[config.mk]
export PLATFORM = sky130hd
export DESIGN_NAME = seg7_scan_ctrl
export DESIGN_NICKNAME = d
export VERILOG_FILES = /design/src/rtl/seg7_scan_ctrl.sv
export SDC_FILE = /design/constraint.sdc
export NUM_CORES = 1
export LEC_CHECK = 0
export CAP_MARGIN = 20
export CORE_ASPECT_RATIO = 1.75
export CORE_MARGIN = 3
export CORE_UTILIZATION = 56
export DETAILED_ROUTE_END_ITERATION = 6
export MAX_ROUTING_LAYER = met4
export PLACE_DENSITY = 0.75
export REMOVE_ABC_BUFFERS = 1
export SLEW_MARGIN = 20
export SYNTH_ARGS = -nofsm -noshare
export SYNTH_HDL_FRONTEND = slang
export SYNTH_HIERARCHICAL = 1
export SYNTH_SLANG_ARGS = --single-unit
export TNS_END_PERCENT = 1
[constraint.sdc]
create_clock -name clk -period 4.3 [get_ports clk]
set_clock_uncertainty 0.15 [all_clocks]
set_input_delay 1.075 -clock clk [delete_from_list [all_inputs] [get_ports clk]]
set_output_delay 1.075 -clock clk [all_outputs]
set_load 0.01 [all_outputs]
[src/rtl/seg7_scan_ctrl.sv]
// Multiplexed N-digit common-anode 7-seg scanner: shadow/display registers, dead-time gaps, blanking.
// All outputs registered and updated on the same edge as the scan state; no input-to-output paths.

module segment_7s (
    input  logic [3:0] bin_in,
    output logic [6:0] seg
);
    // seg = {g,f,e,d,c,b,a}, active-low
    always_comb begin
        seg = 7'h7F;
        case (bin_in)
            4'h0: seg = 7'h40;
            4'h1: seg = 7'h79;
            4'h2: seg = 7'h24;
            4'h3: seg = 7'h30;
            4'h4: seg = 7'h19;
            4'h5: seg = 7'h12;
            4'h6: seg = 7'h02;
            4'h7: seg = 7'h78;
            4'h8: seg = 7'h00;
            4'h9: seg = 7'h10;
            4'hA: seg = 7'h08;
            4'hB: seg = 7'h03;
            4'hC: seg = 7'h46;
            4'hD: seg = 7'h21;
            4'hE: seg = 7'h06;
            4'hF: seg = 7'h0E;
            default: seg = 7'h7F;
        endcase
    end
endmodule

module seg7_scan_ctrl #(
    parameter int N_DIGITS    = 4,
    parameter int REFRESH_DIV = 100000,
    parameter int DEAD_CYC    = 16
) (
    input  logic                    clk,
    input  logic                    rst,
    input  logic                    en,
    input  logic                    load,
    input  logic [4*N_DIGITS-1:0]   value_in,
    input  logic [N_DIGITS-1:0]     dp_in,
    input  logic                    blank_lz,
    output logic [N_DIGITS-1:0]     an,
    output logic [6:0]              seg,
    output logic                    dp,
    output logic                    frame_tick
);
    localparam int MAX_CYC = (REFRESH_DIV > DEAD_CYC) ? REFRESH_DIV : DEAD_CYC;
    localparam int CNT_W   = $clog2(MAX_CYC);
    localparam int IDX_W   = (N_DIGITS > 1) ? $clog2(N_DIGITS) : 1;
    localparam logic [CNT_W-1:0] ON_LAST   = CNT_W'(REFRESH_DIV - 1);
    localparam logic [CNT_W-1:0] DEAD_LAST = CNT_W'(DEAD_CYC - 1);
    localparam logic [IDX_W-1:0] IDX_LAST  = IDX_W'(N_DIGITS - 1);

    typedef enum logic {ST_DEAD = 1'b0, ST_ON = 1'b1} state_t;

    state_t                  state_q, state_d;
    logic [CNT_W-1:0]        cnt_q, cnt_d;
    logic [IDX_W-1:0]        idx_q, idx_d;
    logic [4*N_DIGITS-1:0]   shadow_val_q, shadow_val_d, disp_val_q, disp_val_d;
    logic [N_DIGITS-1:0]     shadow_dp_q, shadow_dp_d, disp_dp_q, disp_dp_d;
    logic                    pending_q, pending_d;
    logic [N_DIGITS-1:0]     an_q, an_d;
    logic [6:0]              seg_q, seg_d;
    logic                    dp_q, dp_d;
    logic                    frame_tick_q, frame_tick_d;
    logic                    commit;
    logic [3:0]              dec_in;
    logic [6:0]              dec_seg;
    logic                    lz_blank;

    always_ff @(posedge clk or posedge rst) begin
        if (rst) begin
            state_q      <= ST_DEAD;
            cnt_q        <= '0;
            idx_q        <= IDX_LAST;
            shadow_val_q <= '0;
            shadow_dp_q  <= '0;
            disp_val_q   <= '0;
            disp_dp_q    <= '0;
            pending_q    <= 1'b0;
            an_q         <= '1;
            seg_q        <= 7'h7F;
            dp_q         <= 1'b1;
            frame_tick_q <= 1'b0;
        end else begin
            state_q      <= state_d;
            cnt_q        <= cnt_d;
            idx_q        <= idx_d;
            shadow_val_q <= shadow_val_d;
            shadow_dp_q  <= shadow_dp_d;
            disp_val_q   <= disp_val_d;
            disp_dp_q    <= disp_dp_d;
            pending_q    <= pending_d;
            an_q         <= an_d;
            seg_q        <= seg_d;
            dp_q         <= dp_d;
            frame_tick_q <= frame_tick_d;
        end
    end

    always_comb begin
        state_d = state_q;
        cnt_d   = cnt_q + 1'b1;
        idx_d   = idx_q;
        commit  = 1'b0;
        if (!en) begin
            state_d = ST_DEAD;
            cnt_d   = '0;
            idx_d   = IDX_LAST;
        end else begin
            case (state_q)
                ST_ON: begin
                    if (cnt_q == ON_LAST) begin
                        state_d = ST_DEAD;
                        cnt_d   = '0;
                    end
                end
                default: begin
                    if (cnt_q == DEAD_LAST) begin
                        state_d = ST_ON;
                        cnt_d   = '0;
                        idx_d   = (idx_q == IDX_LAST) ? '0 : idx_q + 1'b1;
                        commit  = (idx_d == '0);
                    end
                end
            endcase
        end

        // The commit reads the old shadow, so a load on the commit edge waits a frame.
        shadow_val_d = load ? value_in : shadow_val_q;
        shadow_dp_d  = load ? dp_in    : shadow_dp_q;
        disp_val_d   = disp_val_q;
        disp_dp_d    = disp_dp_q;
        pending_d    = pending_q;
        if (commit && pending_q) begin
            disp_val_d = shadow_val_q;
            disp_dp_d  = shadow_dp_q;
            pending_d  = 1'b0;
        end
        if (load) begin
            pending_d = 1'b1;
        end
    end

    always_comb begin
        dec_in   = 4'h0;
        lz_blank = 1'b1;
        for (int j = 0; j < N_DIGITS; j++) begin
            if (IDX_W'(j) == idx_d) begin
                dec_in = disp_val_d[j*4 +: 4];
            end
            if (j >= int'(idx_d) && disp_val_d[j*4 +: 4] != 4'h0) begin
                lz_blank = 1'b0;
            end
        end
        lz_blank = lz_blank && blank_lz && (idx_d != '0);
    end

    segment_7s u_dec (
        .bin_in (dec_in),
        .seg    (dec_seg)
    );

    always_comb begin
        an_d         = '1;
        seg_d        = 7'h7F;
        dp_d         = 1'b1;
        frame_tick_d = commit;
        if (state_d == ST_ON && !lz_blank) begin
            seg_d = dec_seg;
            for (int j = 0; j < N_DIGITS; j++) begin
                if (IDX_W'(j) == idx_d) begin
                    an_d[j] = 1'b0;
                    dp_d    = ~disp_dp_d[j];
                end
            end
        end
    end

    assign an         = an_q;
    assign seg        = seg_q;
    assign dp         = dp_q;
    assign frame_tick = frame_tick_q;

endmodule

* Word level (Yosys, flattened, before mapping) *
Memories as Yosys holds them, arrays and structs flattened.
Index checks and enable logic that the tools add are counted.

operators by class
  bitwise logic cells = 4
  add/sub/neg operators = 2
  reduce and logical (&&, ||, !) cells = 16
  magnitude comparators = 3
  equal/unequal tests = 6
  mux-type cells = 38

operators by type and width
  operator               count
  $mux 17                4
  $mux 4                 6
  $mux 1                 22
  $add 17x1->17 const B  1
  $eq 17x17->1 const B   1
  $eq 17x4->1 const B    1
  $mux 16                1
  $reduce_bool 4->1      4
  $mux 2                 4
  $logic_and 1x1->1      7
  $mux 7                 1
  $eq 2x2->1 const A     2
  $ge 1x2->1 const A     2
  $logic_not 2->1        2
  $not 1->1              4
  $reduce_bool 2->1      2
  $add 2x1->2 const B    1
  $eq 1x2->1 const A     1
  $eq 2x2->1 const B     1
  $ge 2x2->1 const A     1
  $logic_not 1->1        1

word-level totals
  output and inout bits = 13
  bits of input ports = 25
  memory bits (read-only) = 112
  logic and storage cells = 82
  flip-flop bits (word level) = 74
  memories kept = 1

memory list
  memory            words  width  rd ports  clocked after Yosys merged registers in  write ports  RTL line  RTL
  (name not given)  16     7      1         0                                        0            11        case (bin_in)

* Longest topological paths before layout *
  depth in word-level cells = 19
  gate-level depth with buffers = 14
  mapped depth without buffers = 12

* By module *
Netlist, hierarchy kept.

modules (own cells, without submodules)
  module          area each (um^2)  sequential area each (um^2)  cells each  instances
  seg7_scan_ctrl  3239.4            1869.3                       249         1
  segment_7s      247.7             0.0                          35          1

* Worst setup path after synthesis *
OpenSTA, ideal clock, no wires.

  path type = input to register
  from = input en
  to = register seg_q[3] (netlist: seg[3])
  stages on the path = 13
  data arrival time = 3.444 ns
  required time = 4.068 ns
  setup time = 0.082 ns
  setup slack = 0.624 ns
  path buffers = 2
  cells stage by stage = nand4b_1 > or3_1 > buf_6 > buf_2 > mux2_2 > mux2i_1 > mux2i_1 > inv_1 > ha_1 > or2_2 > a21oi_1 > a31oi_1 > or2_1

on the way
  elaborated cells between the ends (all ways) = 34
  those cells by class = order compare (3); eq/ne (3); mux (13); reduce/logical (14); memory (1)

RTL lines
  item                  RTL line  RTL
  start, declared       40        input logic en,
  $mux 1                109       if (!en) begin
  $logic_and 1x1->1     138       if (commit && pending_q) begin
  $mux 16               138
  via disp_val_d[5]     62        logic [4*N_DIGITS-1:0] shadow_val_q, shadow_val_d, disp_val_q, disp_val_d;
  $mux 4 (3 in series)  152       if (IDX_W'(j) == idx_d) begin
  via dec_in[1]         70        logic [3:0] dec_in;
  $mem_v2 16x7          -
  via dec_seg[3]        71        logic [6:0] dec_seg;
  $mux 7                172       if (state_d == ST_ON && !lz_blank) begin
  via seg_d[3]          66        logic [6:0] seg_q, seg_d;
  end signal, assigned  98        seg_q <= seg_d;
  end, declared         66

The timed path passes the listed nets, and every way through them passes these cells.
A chain may end at the register's enable or synchronous reset.

* Worst setup path after layout *
  from = input en
  to = register seg_q[3] (netlist: seg[3])

on the way
  elaborated cells between the ends (all ways) = 34
  those cells by class = order compare (3); eq/ne (3); mux (13); reduce/logical (14); memory (1)

RTL lines
  item                  RTL line
  $mux 1                109
  $logic_and 1x1->1     138
  $mux 16               138
  via disp_val_d[0]     62
  $mux 4 (4 in series)  152
  via dec_in[0]         70
  $mem_v2 16x7          -
  via dec_seg[3]        71
  $mux 7                172
  via seg_d[3]          66

The timed path passes the listed nets, and every way through them passes these cells.

==> results.json <==
{
  "outcome": "finished, final reports clean",
  "antenna_found_initial": 0,
  "r2r_cells": 12,
  "viasPerCell": 5.58,
  "cts_setup_buffers": 0,
  "drt-wirelength-per-cell_um": 16.2,
  "drc": 0,
  "grt.overflow.total": 0,
  "htree_num_levels": 3,
  "async_flop_share_pct": 100,
  "critPathTopFamily": "buffers and inverters",
  "hold_viol": 0,
  "cellPowerDensity_mw_per_mm2": 341,
  "synth.distinct_cells": 51,
  "drv_slew": 0,
  "slew_headroom_pct": 31.8,
  "cp_num_cells": 13,
  "layout_commonest_cell": "dfrtp_1",
  "min_period_over_period_pct": 88.8,
  "fmax_mhz": 262,
  "min_path_type": "reg -> reg",
  "boundaryPins": 38,
  "ys_warn_count": 6,
  "gp_congestion": 0.839,
  "wirelength_um": 6740,
  "cap_violations": 0,
  "cts_hold_buf": 0,
  "grt_max_degree": 40,
  "reg2reg_to": "seg[3]$_DFF_PP1_",
  "drt_iter0_drc": 87,
  "path_cells": "clkdlybuf4s50_1, nand4b_1, or3_1, buf_4, mux2_2, mux2i_1, mux2i_1, inv_1, ha_1, nand2_1, a21oi_1, a31oi_1, or2_1",
  "grt_usage_pct": 21.6,
  "worstSetupEndpoint": "seg[3]$_DFF_PP1_",
  "coreArea_mm2": 0.00597,
  "worstReg2RegStart": "cnt_q[6]$_DFF_PP0_",
  "port_buffers": 37,
  "synthCells": 284,
  "clkLatencyLatePin_ns": 0.35,
  "antenna_cells": 0,
  "leakagePower_nw": 1.78,
  "cp-end-kind": "flip-flop",
  "dpl_worst_slack_ns": 0.156,
  "worst-path-buf-inv": 3,
  "ys_seq_area_share_pct": 53.6,
  "fin_ws_ns": 0.481,
  "syn_area_mm2": 0.00349,
  "drtAntennaViolNets": 0,
  "tns_ns": 0,
  "start_kind": "input pin",
  "ff2ff_setup_slack_ns": 0.69,
  "dieWidth_um": 65.7,
  "ir_worst_vdd_mv": 0.243,
  "cp.arrival_ns": 3.94,
  "cts-resized-gates": 0,
  "cts_buffer_depth": 2,
  "crit_required_ns": 4.42,
  "cts_sinks": 74,
  "vias": 2315,
  "drive_gt1_share_pct": 27.0,
  "final_cell_mix": "dfrtp_1, mux2_2, clkdlybuf4s50_1",
  "die-area_mm2": 0.00725,
  "hold_slack_ns": 0.303,
  "stdcell_count": 415,
  "tightest_slew_ns": 1.02,
  "cp_common_cell": "mux2i_1",
  "cts_tree": "yes",
  "dp_hpwl_um": 5020,
  "finalSetupViolCount": 0,
  "drtPass1Iterations": 4,
  "grt_setup_unrepaired": "false",
  "fp.dieH_um": 110,
  "nets": 366,
  "critPathMaxFanout": 18,
  "grt_pass1_wl_um": 11400,
  "num_rows": 37,
  "path_clk_slew_ns": 0.07,
  "start_util_pct": 58.4,
  "period_needed_ns": 3.82,
  "crit_path_top_delay_cell": "clkdlybuf4s50_1",
  "layout-area-overhead-vs-synth_pct": 21.0,
  "critPathLaunch": "en",
  "grt_pass1_vias": 2507,
  "critPathKind": "in -> reg",
  "place_inst": 399,
  "clockRootBuffer": "clkbuf_8",
  "ys_ff_latch": 74,
  "timing.critical_path.slowest_cell_delay_ns": 0.48,
  "numCtsBuffers": 9,
  "synth_edf_count": 0,
  "ys.flop_type": "dfrtp_1",
  "syn_avg_cell_area_um2": 12.3
}
synth_stat cells, types with 3 or more instances:
cell / count / area share [%]
dfrtp_1: 60 / 43
mux2_2: 40 / 13
nor2_1: 27 / 2.9
dfstp_2: 14 / 11
mux2i_1: 14 / 4.0
nand2_1: 11 / 1.2
ha_1: 9 / 3.2
nand3_1: 9 / 1.3
xnor2_1: 8 / 2.0
or2_1: 7 / 1.3
xor2_1: 7 / 1.8
inv_1: 6 / 0.65
nand2b_1: 6 / 1.1
o21ai_0: 6 / 0.86
o41ai_1: 6 / 1.5
clkbuf_1: 4 / 0.43
and3_1: 3 / 0.54
and4_1: 3 / 0.75
buf_2: 3 / 0.43
or3_1: 3 / 0.54
power breakdown:
part           internal (W)  switching (W)
logic             0.0000425      0.0000315
registers          0.000718      0.0000162
clock network      0.000385       0.000244
total               0.00115       0.000292
metrics by stage:
step | area (µm²) | utilization [%] | total power (W)
after floorplan | 3430 | - | 0.000779
after global placement | 3990 | 66.7 | 0.000821
after detailed placement | 3990 | 66.7 | 0.000823
after CTS | 4220 | 70.6 | 0.00145
after global routing | 4220 | 70.6 | 0.00149
final | 4220 | 70.6 | 0.00144
routing by layer:
layer | vias up | track usage (%) | routed length [µm]
met3 | 17 | 4.36 | 171
met1 | 1160 | 22.9 | 2570
met2 | 40 | 38.1 | 3830
li1 | 1098 | - | -
met5 | - | - | 0
met4 | 0 | 9.64 | 159
registers in the layout, indices dropped and copies added, names as in the netlist:
register      flops
cnt_q            17
seg               7
shadow_dp_q       4
disp_val_q       16
dp                1
state_q           1
an                4
pending_q         1
disp_dp_q         4
shadow_val_q     16
idx_q             2
frame_tick        1
cell families (layout without fill, tap and decap cells):
family                   after synthesis  in the layout  share of synthesized area, %
XOR/XNOR                              15             15                          3.77
buffers and inverters                 18             71                          2.51
multiplexers                          55             55                          17.3
AO/OA/AOI/OAI                         30             30                          6.60
AND/OR/NAND/NOR                       83             83                          13.0
flip-flops                            74             74                          53.6
adder cells (fa/ha/maj)                9              9                          3.23
worst min path at each step:
stage | startpoint | end | slack [ns] | cells after the start
2_1_floorplan | cnt_q[0]$_DFF_PP0_ | cnt_q[0]$_DFF_PP0_ | 0.28 | 1
3_3_place_gp | cnt_q[0]$_DFF_PP0_ | cnt_q[0]$_DFF_PP0_ | 0.30 | 1
3_5_place_dp | cnt_q[0]$_DFF_PP0_ | cnt_q[0]$_DFF_PP0_ | 0.29 | 1
4_1_cts | cnt_q[0]$_DFF_PP0_ | cnt_q[0]$_DFF_PP0_ | 0.30 | 1
5_1_grt | cnt_q[0]$_DFF_PP0_ | cnt_q[0]$_DFF_PP0_ | 0.34 | 1
6_report | cnt_q[0]$_DFF_PP0_ | cnt_q[0]$_DFF_PP0_ | 0.30 | 1
worst register-to-register path: cells and delay by family, from the launching register on:
family          cells  cell delay [ns]
flops               1             0.44
fa+ha+maj           1             0.31
simple gates        5             1.32
compound gates      3             0.63
buf+inv             1             0.17
mux                 2             0.51
layout make-up:
| type | instances | area [µm²] |
|---|---|---|
| tap | 78 | 97.6 |
| clock inverter | 5 | 103 |
| multi-input combinational | 192 | 1530 |
| timing repair buffer | 47 | 458 |
| inverter | 8 | 30.0 |
| fill | 438 | 1750 |
| clock buffer | 11 | 131 |
| sequential | 74 | 1870 |
No activity file was read; power rests on OpenSTA's default activity.
